[src/rtl/blinker_multi.sv]
// rtl/blinker_multi.sv - multi-channel OFF/ON/BLINK/BURST indicator driver on one shared divider
// Optional burst_done output enabled by defining BLINKER_BURST_DONE_EN.
module blinker_multi #(
    parameter int BOARD_CLOCK_FREQUENCY_IN_HZ = 100000000,
    parameter int BLINK_FREQUENCY_IN_HZ       = 2,
    parameter int CHANNELS                    = 4,
    parameter int BURST_COUNT                 = 3,
    parameter int GAP_HALF_PERIODS            = 4
) (
    input  logic                  clk,
    input  logic                  rst,
    input  logic                  enable,
    input  logic [2*CHANNELS-1:0] mode,
    output logic                  tick,
`ifdef BLINKER_BURST_DONE_EN
    output logic [CHANNELS-1:0]   blink,
    output logic [CHANNELS-1:0]   burst_done
`else
    output logic [CHANNELS-1:0]   blink
`endif
);

    localparam int HALF = BOARD_CLOCK_FREQUENCY_IN_HZ / (2 * BLINK_FREQUENCY_IN_HZ);
    localparam int CW   = (HALF > 1) ? $clog2(HALF) : 1;
    localparam int PW   = $clog2(BURST_COUNT + 1);
    localparam int GW   = $clog2(GAP_HALF_PERIODS + 1);

    localparam logic [CW-1:0] CNT_LAST  = CW'(HALF - 1);
    localparam logic [PW-1:0] PULSE_MAX = PW'(BURST_COUNT);
    localparam logic [GW-1:0] GAP_LAST  = GW'(GAP_HALF_PERIODS - 1);

    localparam logic [1:0] MODE_OFF   = 2'b00;
    localparam logic [1:0] MODE_ON    = 2'b01;
    localparam logic [1:0] MODE_BLINK = 2'b10;
    localparam logic [1:0] MODE_BURST = 2'b11;

    localparam logic [1:0] S_IDLE = 2'd0;
    localparam logic [1:0] S_ON   = 2'd1;
    localparam logic [1:0] S_OFF  = 2'd2;
    localparam logic [1:0] S_GAP  = 2'd3;

    if (HALF < 1) begin : g_half_check
        $error("blinker_multi: HALF must be at least 1");
    end

    logic [CW-1:0]                cnt_q, cnt_d;
    logic                         phase_q, phase_d;
    logic [CHANNELS-1:0][1:0]     state_q, state_d;
    logic [CHANNELS-1:0][PW-1:0]  pulse_q, pulse_d;
    logic [CHANNELS-1:0][GW-1:0]  gap_q, gap_d;
    logic [CHANNELS-1:0]          blink_q, blink_d;
`ifdef BLINKER_BURST_DONE_EN
    logic [CHANNELS-1:0]          done_q, done_d;
`endif

    // tick is the enabled wrap cycle of the shared divider; reset gating keeps it low for HALF==1
    always_comb begin
        tick    = rst & enable & (cnt_q == CNT_LAST);
        cnt_d   = cnt_q;
        if (enable) begin
            cnt_d = (cnt_q == CNT_LAST) ? '0 : cnt_q + CW'(1);
        end
        phase_d = phase_q ^ tick;
    end

    always_comb begin
        state_d = state_q;
        pulse_d = pulse_q;
        gap_d   = gap_q;
        blink_d = '0;
`ifdef BLINKER_BURST_DONE_EN
        done_d  = '0;
`endif
        for (int i = 0; i < CHANNELS; i++) begin
            if (mode[2*i +: 2] != MODE_BURST) begin
                state_d[i] = S_IDLE;
                pulse_d[i] = '0;
                gap_d[i]   = '0;
            end else if (tick) begin
                case (state_q[i])
                    S_IDLE: begin
                        state_d[i] = S_ON;
                        pulse_d[i] = PW'(1);
                    end
                    S_ON: begin
                        if (pulse_q[i] == PULSE_MAX) begin
                            state_d[i] = S_GAP;
                            gap_d[i]   = '0;
`ifdef BLINKER_BURST_DONE_EN
                            done_d[i]  = 1'b1;
`endif
                        end else begin
                            state_d[i] = S_OFF;
                        end
                    end
                    S_OFF: begin
                        state_d[i] = S_ON;
                        pulse_d[i] = pulse_q[i] + PW'(1);
                    end
                    default: begin
                        if (gap_q[i] == GAP_LAST) begin
                            state_d[i] = S_ON;
                            pulse_d[i] = PW'(1);
                        end else begin
                            gap_d[i] = gap_q[i] + GW'(1);
                        end
                    end
                endcase
            end

            // outputs follow next-state values so every mode change lands on the very next edge
            case (mode[2*i +: 2])
                MODE_OFF:   blink_d[i] = 1'b0;
                MODE_ON:    blink_d[i] = 1'b1;
                MODE_BLINK: blink_d[i] = phase_d;
                default:    blink_d[i] = (state_d[i] == S_ON);
            endcase
        end
    end

    always_ff @(posedge clk or negedge rst) begin
        if (!rst) begin
            cnt_q   <= '0;
            phase_q <= 1'b0;
            state_q <= '0;
            pulse_q <= '0;
            gap_q   <= '0;
            blink_q <= '0;
`ifdef BLINKER_BURST_DONE_EN
            done_q  <= '0;
`endif
        end else begin
            cnt_q   <= cnt_d;
            phase_q <= phase_d;
            state_q <= state_d;
            pulse_q <= pulse_d;
            gap_q   <= gap_d;
            blink_q <= blink_d;
`ifdef BLINKER_BURST_DONE_EN
            done_q  <= done_d;
`endif
        end
    end

    assign blink = blink_q;
`ifdef BLINKER_BURST_DONE_EN
    assign burst_done = done_q;
`endif

endmodule

[config.mk]
export PLATFORM = sky130hd
export DESIGN_NAME = blinker_multi
export DESIGN_NICKNAME = d
export VERILOG_FILES = /design/src/rtl/blinker_multi.sv
export SDC_FILE = /design/constraint.sdc
export NUM_CORES = 1
export LEC_CHECK = 0
export ABC_AREA = 0
export BUFFER_PORTS_ARGS = -buffer_cell sky130_fd_sc_hd__buf_2
export CORE_ASPECT_RATIO = 2
export CORE_MARGIN = 5
export CORE_UTILIZATION = 25
export DETAILED_ROUTE_END_ITERATION = 10
export HOLD_SLACK_MARGIN = 0.1
export PLACE_DENSITY = 0.51
export RECOVER_POWER = 50
export SYNTH_ARGS = -nofsm -noshare
export SYNTH_HDL_FRONTEND = slang
export SYNTH_SLANG_ARGS = --single-unit
[constraint.sdc]
create_clock -name clk -period 5 [get_ports clk]
set_input_delay 0.25 -clock clk [delete_from_list [all_inputs] [get_ports clk]]
set_output_delay 0.25 -clock clk [all_outputs]
set_load 0.1 [all_outputs]
**Word-level counts from Yosys, hierarchy flattened**

Cells that the tools add are included.

- Register bits after elaboration: 58
- Input port bits: 11
- Output and inout port bits: 5
- Logic and storage cells: 165

- Add/subtract/negate cells: 9
- Equal/unequal tests: 49
- Mux-type cells: 61
- Bitwise gates (word level): 3
- Reductions and logical operators: 28

Operators by type and width:

| operator | number |
|---|---|
| $mux W2 | 24 |
| $mux W3 | 16 |
| $add A25 B1 Y25 const B | 1 |
| $eq A25 B25 Y1 const B | 1 |
| $mux W25 | 1 |
| $eq A2 B1 Y1 const B | 12 |
| $eq A2 B2 Y1 const B | 12 |
| $pmux W2 S3 | 4 |
| $pmux W3 S2 | 4 |
| $logic_not A2 Y1 | 8 |
| $ne A2 B2 Y1 const B | 8 |
| $pmux W2 S2 | 4 |
| $reduce_and A4 Y1 | 4 |
| $reduce_bool A4 Y1 | 4 |
| $add A3 B1 Y3 const B | 4 |
| $eq A3 B2 Y1 const B | 4 |
| $ne A3 B2 Y1 const B | 4 |
| $ne A3 B3 Y1 const B | 4 |
| $pmux W1 S3 | 4 |
| $reduce_and A3 Y1 | 4 |
| $add A2 B1 Y2 const B | 4 |
| $ne A2 B1 Y1 const B | 4 |
| $reduce_bool A2 Y1 | 4 |
| $reduce_or A2 Y1 | 4 |
| 3 further kinds | 7 |

**Logic depth before layout (Yosys ltp)**

- Depth after elaboration: 7
- Mapped depth: 9
- Depth with buffers taken out: 7

**Worst setup path before layout**

Ideal clock, no wire load.

- Kind: reg-to-reg
- Start: register cnt_q[8]
- End: register blink_q[0] (netlist: blink[0])
- Library setup time: 126 ps
- Arrival: 2399 ps
- Data required time: 4874 ps
- Slack: 2475 ps
- Stages on the path, launching flop included: 8
- Buffers on the path: 2
- Clock period less this slack: 2525 ps
- Cell sequence: dfrtp_1 -> or4_4 -> or4_1 -> buf_2 -> or2_1 -> buf_6 -> and3_4 -> o32a_1

- Longest elaborated chain between the ends: 6
- Elaborated cells between the ends (all ways): 7
- Classes of those cells: 2 x eq/ne; 3 x mux; 2 x bitwise

RTL lines:

| item | line | RTL |
|---|---|---|
| from (decl) | 46 | `logic [CW-1:0] cnt_q, cnt_d;` |
| from (signal assigned) | 133 | `cnt_q <= cnt_d;` |
| $eq A25 B25 Y1 (*) | 58 | `tick = rst & enable & (cnt_q == CNT_LAST);` |
| $and A1 B1 Y1 (*) | 58 |  |
| $mux W2 | 79 | `end else if (tick) begin` |
| $mux W2 | 75 | `if (mode[2*i +: 2] != MODE_BURST) begin` |
| $eq A2 B1 Y1 | 116 | `default: blink_d[i] = (state_d[i] == S_ON);` |
| $pmux W1 S3 (*) | 112 | `case (mode[2*i +: 2])` |
| via blink_d[0] | 51 | `logic [CHANNELS-1:0] blink_q, blink_d;` |
| to (signal assigned) | 138 | `blink_q <= blink_d;` |
| to (decl) | 51 |  |

Mark *: on every way through the listed nets, which the timed path passes. The rest lies on a longest branch.
A chain may end at the register's enable or synchronous reset.

==> flow_summary.json <==
{
  "status": "finished with violations",
  "violations": "capacitance limit, slew limit",
  "row_count": 57,
  "postCtsHoldBufs": 0,
  "viasPerCell": 4.93,
  "first_iter_violations": 82,
  "die_w_um": 88.1,
  "grt_start_max_net_pins": 59,
  "clock_latency_ns": 0.33,
  "cts_tree": "yes",
  "first_pass_iters": 4,
  "clkTransAtPathRegs_ns": 0.05,
  "synth-async-reset-ratio_pct": 100,
  "cp.arrival_ns": 2.69,
  "multi_input_area_sq_mm": 0.00151,
  "core_area_sq_mm": 0.0121,
  "critPathMaxStageDelay_ns": 2.29,
  "worst_pin_slew_ns": 3.24,
  "critPathCaptureType": "asynchronous set/reset pin",
  "cts_setup_buffers": 0,
  "finalCritPeriodShare_pct": 60.0,
  "htreeDepth": 3,
  "netlist_area_sq_mm": 0.00305,
  "drc": 0,
  "final_cell_area_sq_mm": 0.00361,
  "ys_warn_count": 0,
  "io_pins": 16,
  "final_common_cell": "dfrtp_1",
  "path_max_fanout": 58,
  "ys_ff_latch": 58,
  "ys.flop_type": "dfrtp_1",
  "grt_pass1_vias": 2552,
  "nNetsFinal": 355,
  "synth_area_per_cell_sq_um": 9.80,
  "crit_buf_inv": 2,
  "max_freq_mhz": 334,
  "finalHoldViolCount": 0,
  "antenna_found_initial": 0,
  "mostFrequentLayoutCells": "58 x dfrtp_1, 33 x nor2_1, 32 x nand2_1, 16 x nand3_1, 16 x a21oi_1",
  "rsz0062_at_grt": "false",
  "cts_max_path_buffers": 2,
  "area_delta_synth_final_pct": 18.4,
  "start_util_pct": 25.3,
  "powerDensity_mw_per_mm2": 353,
  "gp_congestion": 0.753,
  "criticalPathCategory": "primary input to asynchronous set/reset pin",
  "path_delay_family": "buffers and inverters",
  "wl_per_cell_um": 14.7,
  "leakage_nw": 1.52,
  "utilization_pct": 29.9,
  "synthCells": 311,
  "tns_ns": 0,
  "synth_cell_type_count": 47,
  "crit_slowest_cell": "clkbuf_1",
  "hpwl_um": 5100,
  "cpMostUsedCell": "clkbuf_1",
  "die_y_um": 166,
  "ys_seq_area_share_pct": 47.6,
  "max_cap_violations": 1,
  "fin_crit_ns": 3.00,
  "hold_class": "primary input to flip-flop",
  "path_cells": "clkbuf_1 > clkbuf_1",
  "syn-num-nets": 335,
  "post_cts_resize_count": 0,
  "die_area_sq_mm": 0.0146,
  "clockRootBuffer": "clkbuf_16",
  "slew_headroom_pct": -116,
  "critPathLaunchType": "primary input",
  "cts_inserted_buffers": 9,
  "drive_gt1_share_pct": 11.6,
  "clock-sinks": 58,
  "peakVddDrop_uv": 252,
  "synth_edf_count": 0,
  "vias": 2383,
  "seq_area_sq_mm": 0.00145,
  "antenna_cells": 0,
  "grt_pass1_wl_um": 12100,
  "ant_nets": 0,
  "skew_ns": 0.0101,
  "required_ns": 4.70,
  "place_area_sq_mm": 0.00328,
  "grt_remaining_overflow": 0,
  "slew_viol_final": 59,
  "port_buffers": 15,
  "n_fill_cell": 1247,
  "track_usage_pct": 10.7,
  "totalWireLength_um": 7100,
  "setup_viol": 0
}
==> Yosys cell counts (3+ instances only) <==
master | count | area (sq um)
dfrtp_1 | 58 | 1450
a21boi_0 | 3 | 22.5
a21oi_1 | 16 | 80.1
nand2_1 | 32 | 120
nand4b_1 | 7 | 61.3
clkbuf_1 | 5 | 18.8
nand2b_1 | 3 | 18.8
or4_1 | 3 | 22.5
nand3_1 | 16 | 80.1
nand4_1 | 8 | 50.1
xnor2_1 | 13 | 114
nor3_1 | 11 | 55.1
and4_1 | 3 | 26.3
o21ai_0 | 10 | 50.1
ha_1 | 13 | 163
o2bb2ai_1 | 3 | 26.3
nor2b_1 | 4 | 25.0
inv_1 | 11 | 41.3
a31oi_1 | 4 | 25.0
xor2_1 | 11 | 96.3
nor4_1 | 8 | 50.1
nor2_1 | 33 | 124
==> metal layers <==
| metal | global-route usage [%] | wire length, um | up-vias |
|---|---|---|---|
| met5 | 0 | 0 | - |
| met4 | 5.39 | 193 | 0 |
| met3 | 2.88 | 256 | 14 |
| met2 | 19.8 | 3950 | 35 |
| met1 | 10.4 | 2700 | 1176 |
| li1 | - | - | 1158 |
==> registers in the layout, summed over array words and instances, names as in the netlist <==
| name | count |
|---|---|
| cnt_q | 25 |
| blink | 4 |
| state_q | 8 |
| phase_q | 1 |
| pulse_q | 8 |
| gap_q | 12 |
==> where the power goes <==
group	internal (mW)	switching, mW	total (mW)
Clock	0.463	0.210	0.673
Sequential	0.493	0.0227	0.515
Combinational	0.0277	0.0572	0.0849
==> through the flow <==
step / setup WS, ns / power [mW] / std cells / hold WS [ns]
global placement: 2.16 / 0.607 / 467 / 0.478
CTS: 2.11 / 1.29 / 483 / 0.149
global route: 1.29 / 1.32 / 483 / 0.189
detailed placement: 2.11 / 0.610 / 467 / 0.478
floorplan: 2.47 / 0.577 / 311 / -0.0456
finish: 2.00 / 1.27 / 483 / 0.179
==> cells by family (layout without fill, tap and decap cells) <==
family	after synthesis	count (layout)	synth area share, %
adders and majority gates	13	13	5.34
muxes	4	4	1.40
AOI/OAI and AO/OA	44	44	9.08
DFF	58	58	47.6
and+or+nand+nor	148	148	26.6
buffers and inverters	20	45	3.04
xor gates and xnor gates	24	24	6.90
==> area by class of cell <==
type / count / area share, %
multi-input cells: 233 / 41.8
clock inverters: 4 / 2.05
clock buffers: 12 / 7.11
repair buffers: 18 / 2.57
well taps: 147 / 5.10
inverters: 11 / 1.14
flip-flops and latches: 58 / 40.2
==> path summary, 6_finish.rpt <==
path / to / depth (start not counted) / from / slack, ns
worst min-delay path: blink[1] / 3 / mode[2] / 0.18
worst max register to register: blink[0] / 5 / cnt_q[8] / 2.11
worst max-delay path: blink[3] / 2 / rst / 2.00
max in group clk: blink[0] / 5 / cnt_q[8] / 2.11
min in group asynchronous: cnt_q[0] / 2 / rst / 1.15
worst min register to register: gap_q[2] / 1 / gap_q[2] / 0.49
Note: power is estimated with default switching activity, not from simulation.
